### config.mk
export PLATFORM = sky130hd
export DESIGN_NAME = wall_drawer
export DESIGN_NICKNAME = d
export VERILOG_FILES = /design/src/rtl/wall_drawer.sv
export SDC_FILE = /design/constraint.sdc
export NUM_CORES = 1
export LEC_CHECK = 0
export CAP_MARGIN = 15
export CORE_MARGIN = 4
export CORE_UTILIZATION = 47
export CTS_BUF_LIST = sky130_fd_sc_hd__clkbuf_8
export DETAILED_ROUTE_END_ITERATION = 16
export PLACE_DENSITY = 0.73
export RECOVER_POWER = 100
export SYNTH_ARGS = -nofsm -noshare
export SYNTH_HDL_FRONTEND = slang
export SYNTH_SLANG_ARGS = --single-unit
### constraint.sdc
create_clock -name clk -period 12.9 [get_ports clk]
set_input_delay 1.29 -clock clk [delete_from_list [all_inputs] [get_ports clk]]
set_output_delay 1.29 -clock clk [all_outputs]
set_load 0.1 [all_outputs]
### src/rtl/wall_drawer.sv
// Wall sprite redraw engine: optionally erases the previous wall column, then
// draws the current one with its gap, emitting one registered pixel per cycle.
module wall_drawer #(
  parameter int unsigned WALL_WIDTH  = 8,
  parameter int unsigned WALL_HEIGHT = 120,
  parameter int unsigned HOLE_HEIGHT = 50,
  parameter int unsigned SCREEN_W    = 160,
  parameter logic [2:0]  WALL_COLOUR = 3'b010,
  parameter logic [2:0]  BG_COLOUR   = 3'b000
) (
  input  logic       clk,
  input  logic       reset,
  input  logic       start,
  input  logic [7:0] wall_x,
  input  logic [7:0] hole_y,
  output logic [7:0] vga_x,
  output logic [6:0] vga_y,
  output logic [2:0] colour,
  output logic       plot,
  output logic       busy,
  output logic       done
);

  localparam int unsigned CXW = (WALL_WIDTH  > 1) ? $clog2(WALL_WIDTH)  : 1;
  localparam int unsigned CYW = (WALL_HEIGHT > 1) ? $clog2(WALL_HEIGHT) : 1;
  localparam logic [CXW-1:0] CX_LAST = CXW'(WALL_WIDTH - 1);
  localparam logic [CYW-1:0] CY_LAST = CYW'(WALL_HEIGHT - 1);

  typedef enum logic [1:0] {
    IDLE  = 2'd0,
    ERASE = 2'd1,
    DRAW  = 2'd2,
    DONE  = 2'd3
  } state_t;

  state_t         state, state_n;
  logic [CXW-1:0] cx, cx_n;
  logic [CYW-1:0] cy, cy_n;
  logic [7:0]     cur_x, cur_x_n;
  logic [7:0]     cur_hole, cur_hole_n;
  logic [7:0]     prev_x, prev_x_n;
  logic           prev_valid, prev_valid_n;

  logic       scan_n;
  logic [7:0] base_n;
  logic [8:0] sum_n;
  logic [8:0] cy9_n;
  logic [8:0] hole_end_n;
  logic       in_hole_n;
  logic [7:0] vga_x_n;
  logic [6:0] vga_y_n;
  logic [2:0] colour_n;
  logic       plot_n;

  // NOTE: every always_comb output gets a default first so no path infers a latch.
  always_comb begin
    state_n      = state;
    cx_n         = cx;
    cy_n         = cy;
    cur_x_n      = cur_x;
    cur_hole_n   = cur_hole;
    prev_x_n     = prev_x;
    prev_valid_n = prev_valid;

    unique case (state)
      IDLE: begin
        if (start) begin
          cur_x_n    = wall_x;
          cur_hole_n = hole_y;
          cx_n       = '0;
          cy_n       = '0;
          state_n    = prev_valid ? ERASE : DRAW;
        end
      end
      ERASE, DRAW: begin
        if (cx == CX_LAST && cy == CY_LAST) begin
          cx_n    = '0;
          cy_n    = '0;
          state_n = (state == ERASE) ? DRAW : DONE;
        end else if (cx == CX_LAST) begin
          cx_n = '0;
          cy_n = cy + 1'b1;
        end else begin
          cx_n = cx + 1'b1;
        end
      end
      DONE: begin
        prev_x_n     = cur_x;
        prev_valid_n = 1'b1;
        state_n      = IDLE;
      end
      default: state_n = IDLE;
    endcase
  end

  // Pixel outputs are computed from the next-state values so they can be
  // registered without adding a cycle of latency after start.
  always_comb begin
    scan_n     = (state_n == ERASE) || (state_n == DRAW);
    base_n     = (state_n == ERASE) ? prev_x : cur_x_n;
    sum_n      = {1'b0, base_n} + 9'(cx_n);
    cy9_n      = 9'(cy_n);
    hole_end_n = {1'b0, cur_hole_n} + 9'(HOLE_HEIGHT);
    in_hole_n  = (cy9_n >= {1'b0, cur_hole_n}) && (cy9_n < hole_end_n);
    plot_n     = scan_n && (sum_n < 9'(SCREEN_W));
    vga_x_n    = '0;
    vga_y_n    = '0;
    colour_n   = '0;
    if (scan_n) begin
      vga_x_n  = sum_n[7:0];
      vga_y_n  = 7'(cy_n);
      colour_n = (state_n == DRAW && !in_hole_n) ? WALL_COLOUR : BG_COLOUR;
    end
  end

  // NOTE: sequential state uses non-blocking assignments so all registers update together.
  always_ff @(posedge clk or posedge reset) begin
    if (reset) begin
      state      <= IDLE;
      cx         <= '0;
      cy         <= '0;
      cur_x      <= '0;
      cur_hole   <= '0;
      prev_x     <= '0;
      prev_valid <= 1'b0;
      vga_x      <= '0;
      vga_y      <= '0;
      colour     <= '0;
      plot       <= 1'b0;
      busy       <= 1'b0;
      done       <= 1'b0;
    end else begin
      state      <= state_n;
      cx         <= cx_n;
      cy         <= cy_n;
      cur_x      <= cur_x_n;
      cur_hole   <= cur_hole_n;
      prev_x     <= prev_x_n;
      prev_valid <= prev_valid_n;
      vga_x      <= vga_x_n;
      vga_y      <= vga_y_n;
      colour     <= colour_n;
      plot       <= plot_n;
      busy       <= (state_n != IDLE);
      done       <= (state_n == DONE);
    end
  end

endmodule

# Word-level counts from Yosys, hierarchy flattened

Index checks and enable logic that the tools add are counted.

Register bits after elaboration: 58
Word-level logic and storage cells: 59

$add $sub $neg: 4
Order comparisons: 3
Equality and inequality tests: 8
Muxes and demuxes: 22
Reductions and logical operators: 9

Operators with widths:

| operator                                           | number |
|---|---|
| two-way mux 8 bit                                  | 6 |
| two-way mux 7 bit                                  | 4 |
| one-hot mux 7 bit (2 select lines)                 | 1 |
| two-way mux 2 bit                                  | 5 |
| adder 8 x 3 -> 9 bit                               | 1 |
| adder 8 x 6 -> 9 bit, second input constant        | 1 |
| < comparator 7 x 9 -> 1 bit                        | 1 |
| < comparator 9 x 8 -> 1 bit, second input constant | 1 |
| two-way mux 3 bit                                  | 3 |
| == test 2 bit, second input constant               | 4 |
| greater-or-equal comparator 7 x 8 -> 1 bit         | 1 |
| adder 7 x 1 -> 7 bit, second input constant        | 1 |
| == test 7 bit, second input constant               | 1 |
| one-hot mux 2 bit (3 select lines)                 | 1 |
| one-hot mux 3 bit (2 select lines)                 | 1 |
| == test 2 x 1 -> 1 bit, second input constant      | 2 |
| logical AND 1 bit                                  | 4 |
| adder 3 x 1 -> 3 bit, second input constant        | 1 |
| == test 3 bit, second input constant               | 1 |
| zero test 2 bit                                    | 1 |
| nonzero test 2 bit                                 | 1 |
| OR reduction 2 bit                                 | 1 |
| zero test 1 bit                                    | 1 |
| logical OR 1 bit                                   | 1 |
| two-way mux 1 bit                                  | 1 |

# Depth between registers and ports, before layout

Depth in word-level cells: 10
Gate-level depth with buffers: 19
Gate-level depth less buffers: 17

# Worst setup path before layout

Ideal clock, no wire load.

Path type: in2reg
Start: in start
End: reg plot
Arrival: 4.617 ns
Setup slack: 8.142 ns
Cell stages on the path: 18
Path buffers: 4
Path through: buf_6 > and2_4 > buf_6 > buf_2 > o21ai_0 > o31ai_1 > nand2_1 > a21oi_1 > ha_1 > buf_6 > mux2_2 > ha_1 > fa_1 > a21o_1 > nand2_1 > nor3_2 > o41ai_2 > a221oi_2

Cells in the longest elaborated chain, start to end: 7
Elaborated cells on any way between the ends: 13

RTL lines:

| item                                 | line    | text |
|---|---|---|
| from (decl)                          | 13      | `input logic start,` |
| two-way mux 2 bit *                  | 67      | `if (start) begin` |
| one-hot mux 2 bit (3 select lines) * | 65      | `unique case (state)` |
| named net state_n[0]                 | 36      | `state_t state, state_n;` |
| == test 2 x 1 -> 1 bit               | 99, 100 |  |
| two-way mux 8 bit                    | 100     | `base_n = (state_n == ERASE) ? prev_x : cur_x_n;` |
| adder 8 x 3 -> 9 bit                 | 101     | `sum_n = {1'b0, base_n} + 9'(cx_n);` |
| < comparator 9 x 8 -> 1 bit          | 105     | `plot_n = scan_n && (sum_n < 9'(SCREEN_W));` |
| logical AND 1 bit *                  | 105     |  |
| named net plot_n                     | 53      | `logic plot_n;` |
| to (signal assigned)                 | 143     | `plot <= plot_n;` |
| to (decl)                            | 19      | `output logic plot,` |

Mark *: on every way through the listed nets, which the timed path passes. The rest lies on a longest branch.
A chain may end at the register's enable or synchronous reset.

# Worst setup path in the final report

Same ends and word-level chain as after synthesis.

==> metrics.cfg <==
[status]
status = complete, but fails checks
violations = capacitance limit, slew limit

[global_route]
grt_overflow_total = 0
grt_pass1_wl_mm = 11.0
grt_usage = 0.166
grt_max_degree = 57
first_global_vias = 2262
antenna_found_initial = 0

[setup_path]
rr_worst_depth = 16
max_stage_delay_ns = 1.33
cp-endpoint = plot
crit_path_end_kind = register
slowest_stage = and2_0
r2r-end = plot
worstSetupPathType = input pin to register
crit_arrival_ns = 7.04
rrSetupSlack_ns = 6.73
crit_path_max_fanout = 22
path_cells = dlygate4sd3_1 > and2_0 > o21ai_0 > o31ai_1 > nand2_1 > a21oi_1 > ha_1 > mux2_2 > ha_1 > fa_1 > a21o_1 > nand2_1 > nor3_2 > o41ai_1 > a221oi_2
setup.worst_path.start = start
r2r-start = state[1]
required_ns = 13.08
cp-start-kind = input pin

[finish]
nNetsFinal = 373
area_growth_syn_to_layout_pct = 14.7
n_antenna_cell = 0
final_util = 0.567
drive_gt1_frac = 0.107
fillers = 557

[pwr]
ir_drop_mv = 0.0404
switchingPower_mw = 0.0668
p_leak_nw = 1.67
p_seq_frac = 0.603
p_per_area_nw_per_um2 = 79.4
p_sw_frac = 0.230
internal-power_mw = 0.224
p_clk_frac = 0.351
combPwrFrac = 0.046

[clocking]
clk_pin_slew_ns = 0.11
clock-sinks = 56
tritoncts = yes
clock_path_buffers = 2
cts_root_buffer = clkbuf_8
post_cts.repair.setup_buffers = 0
clk_latency_ns = 0.32
cts_hold_buf = 0
cts-htree-levels = 2
post_cts_resized = 0
cts_buffers = 5

[detailed_routing]
num_vias = 2182
drtAntennaViolNets = 0
drtIter0Drc = 104
avgRoutedWirePerCell_um = 15.8
via_per_inst = 5.41
routed_wl_mm = 6.35
drt-pass1-iter-count = 4
drc = 0

[place]
portBuffers = 37
gp_congestion = 0.823
dp_hpwl_mm = 4.71

[sta]
worst_pin_slew_ns = 3.00
slew_violations = 80
period_needed_ns = 6.86
fmax_mhz = 146
slew_headroom = -0.998
final-hold-violation-count = 0
timing.final.crit_share = 0.532
final.setup_skew_ns = 0.0122
setup-violations-final = 0
final.setup.tns_ns = 0
rsz0062_at_grt = no

[die]
initial_utilization = 0.495
die_h_um = 90.5
dieArea_um2 = 8180
die_w_um = 90.5
core-area_um2 = 6460
std_cell_rows = 29
io_pins = 40

[synth]
syn_avg_cell_area_um2 = 11.1
ys_ff_latch = 56
syn-instance-count = 289
netlist_area_um2 = 3200
synth_warnings = 0
synth_cell_types = 51
seq_area_frac_synth = 0.439

[min_path]
hp-class = register to register

[flow_run]
cap_violations = 2

## state kept, by name, summed over array words and instances (netlist names), 2 cells and up
| signal | count |
|---|---|
| cur_hole | 8 |
| cur_x | 8 |
| cx | 3 |
| cy | 7 |
| prev_x | 8 |
| state | 2 |
| vga_x | 8 |
| vga_y | 7 |
## layout by cell type (no fill, tap or decap), drive strengths merged, types with 7 or more instances in the layout
master / n
nor2: 15
and2: 9
nor2b: 7
dlygate4sd3: 21
clkbuf: 7
xnor2: 7
o21ai: 12
clkdlybuf4s50: 16
a21oi: 12
mux2i: 8
mux2: 18
ha: 28
dfrtp: 56
nand2: 23
inv: 21
## final cells by class
class,count,area (um2),share of cell area
clock buffer,6,82.6,0.0225
clock inverter,2,15.0,0.00410
inverter,22,82.6,0.0225
multi-input combinational,202,1610,0.440
sequential,56,1400,0.382
tap,77,96.3,0.0263
timing repair buffer,38,374,0.102
## per-layer routing
| metal | global-route usage | vias up | wire (um) |
|---|---|---|---|
| li1 | - | 1074 | - |
| met5 | 0 | - | 0 |
| met4 | 0.0574 | 0 | 79 |
| met3 | 0.0358 | 8 | 288 |
| met1 | 0.217 | 1043 | 2930 |
| met2 | 0.273 | 57 | 3060 |
## how the worst min path moves through the flow
| stage | slack, ns | cells after the start | from | to |
|---|---|---|---|---|
| final | 0.49 | 1 | cur_hole[7] | cur_hole[7] |
| after global placement | 0.48 | 1 | cur_hole[7] | cur_hole[7] |
| after detailed placement | 0.49 | 1 | cur_hole[0] | cur_hole[0] |
| after floorplan | 0.46 | 1 | prev_valid | prev_valid |
| after CTS | 0.51 | 1 | cur_hole[0] | cur_hole[0] |
| after global routing | 0.53 | 1 | cur_hole[0] | cur_hole[0] |
## power by group through the flow
stage	logic, mW	clock network (mW)	registers (mW)
after floorplan	0.00708	0	0.179
after global placement	0.0139	0	0.179
after detailed placement	0.0140	0	0.179
after CTS	0.0140	0.105	0.175
after global routing	0.0148	0.111	0.175
final	0.0135	0.102	0.175
## cells in the mapped netlist, drive strengths merged
master | number | area, um2
fa | 1 | 20.0
o211ai | 1 | 7.51
nor3 | 5 | 30.0
nor2 | 15 | 63.8
ha | 28 | 350
a22o | 2 | 17.5
o22ai | 2 | 12.5
nand4 | 2 | 12.5
conb | 1 | 3.75
o21ai | 12 | 60.1
nor4b | 1 | 23.8
a31oi | 4 | 25.0
buf | 8 | 65.1
a211oi | 4 | 30.0
nor2b | 7 | 43.8
a21oi | 12 | 60.1
a221oi | 5 | 120
o311a | 1 | 10.0
or2 | 1 | 6.26
clkbuf | 2 | 7.51
o41ai | 1 | 16.3
and4b | 1 | 13.8
a32o | 1 | 10.0
nand4b | 1 | 8.76
mux2 | 18 | 203
and3 | 2 | 12.5
a21bo | 1 | 10.0
or3 | 1 | 6.26
xnor2 | 7 | 61.3
nand2b | 3 | 18.8
a21o | 5 | 37.5
o21a | 2 | 15.0
and2 | 9 | 58.8
o21bai | 1 | 7.51
o31ai | 5 | 37.5
inv | 22 | 82.6
dfrtp | 56 | 1400
nand2 | 23 | 88.8
mux2i | 8 | 80.1
nand3 | 5 | 30.0
xor2 | 3 | 26.3
## through the flow
step / worst slack, ns / instance area, um2 / power (mW) / hold slack, ns / instances
3_5_place_dp: 6.97 / 3600 / 0.193 / 0.487 / 395
3_3_place_gp: 7.22 / 3600 / 0.193 / 0.484 / 395
6_report: 6.04 / 3660 / 0.291 / 0.495 / 403
2_1_floorplan: 8.14 / 3200 / 0.186 / 0.460 / 290
5_1_grt: 5.61 / 3660 / 0.301 / 0.526 / 403
4_1_cts: 7.28 / 3700 / 0.294 / 0.511 / 403
## critical path: cells and delay by family
family / cells / cell delay (ns)
simple gates: 4 / 1.64
compound gates: 6 / 1.54
fa+ha+maj: 3 / 1.43
buf+inv: 1 / 0.71
mux: 1 / 0.42
## logic make-up (layout without fill, tap and decap cells)
family,Yosys count,in the layout,synth area share
other cells,1,2,0.00117
buf+inv,32,68,0.0485
xor+xnor,10,10,0.0274
compound gates,59,59,0.149
fa+ha+maj,29,29,0.116
simple gates,76,76,0.131
mux,26,26,0.0885
flops,56,56,0.439
Power figures use the tool's default switching activity.
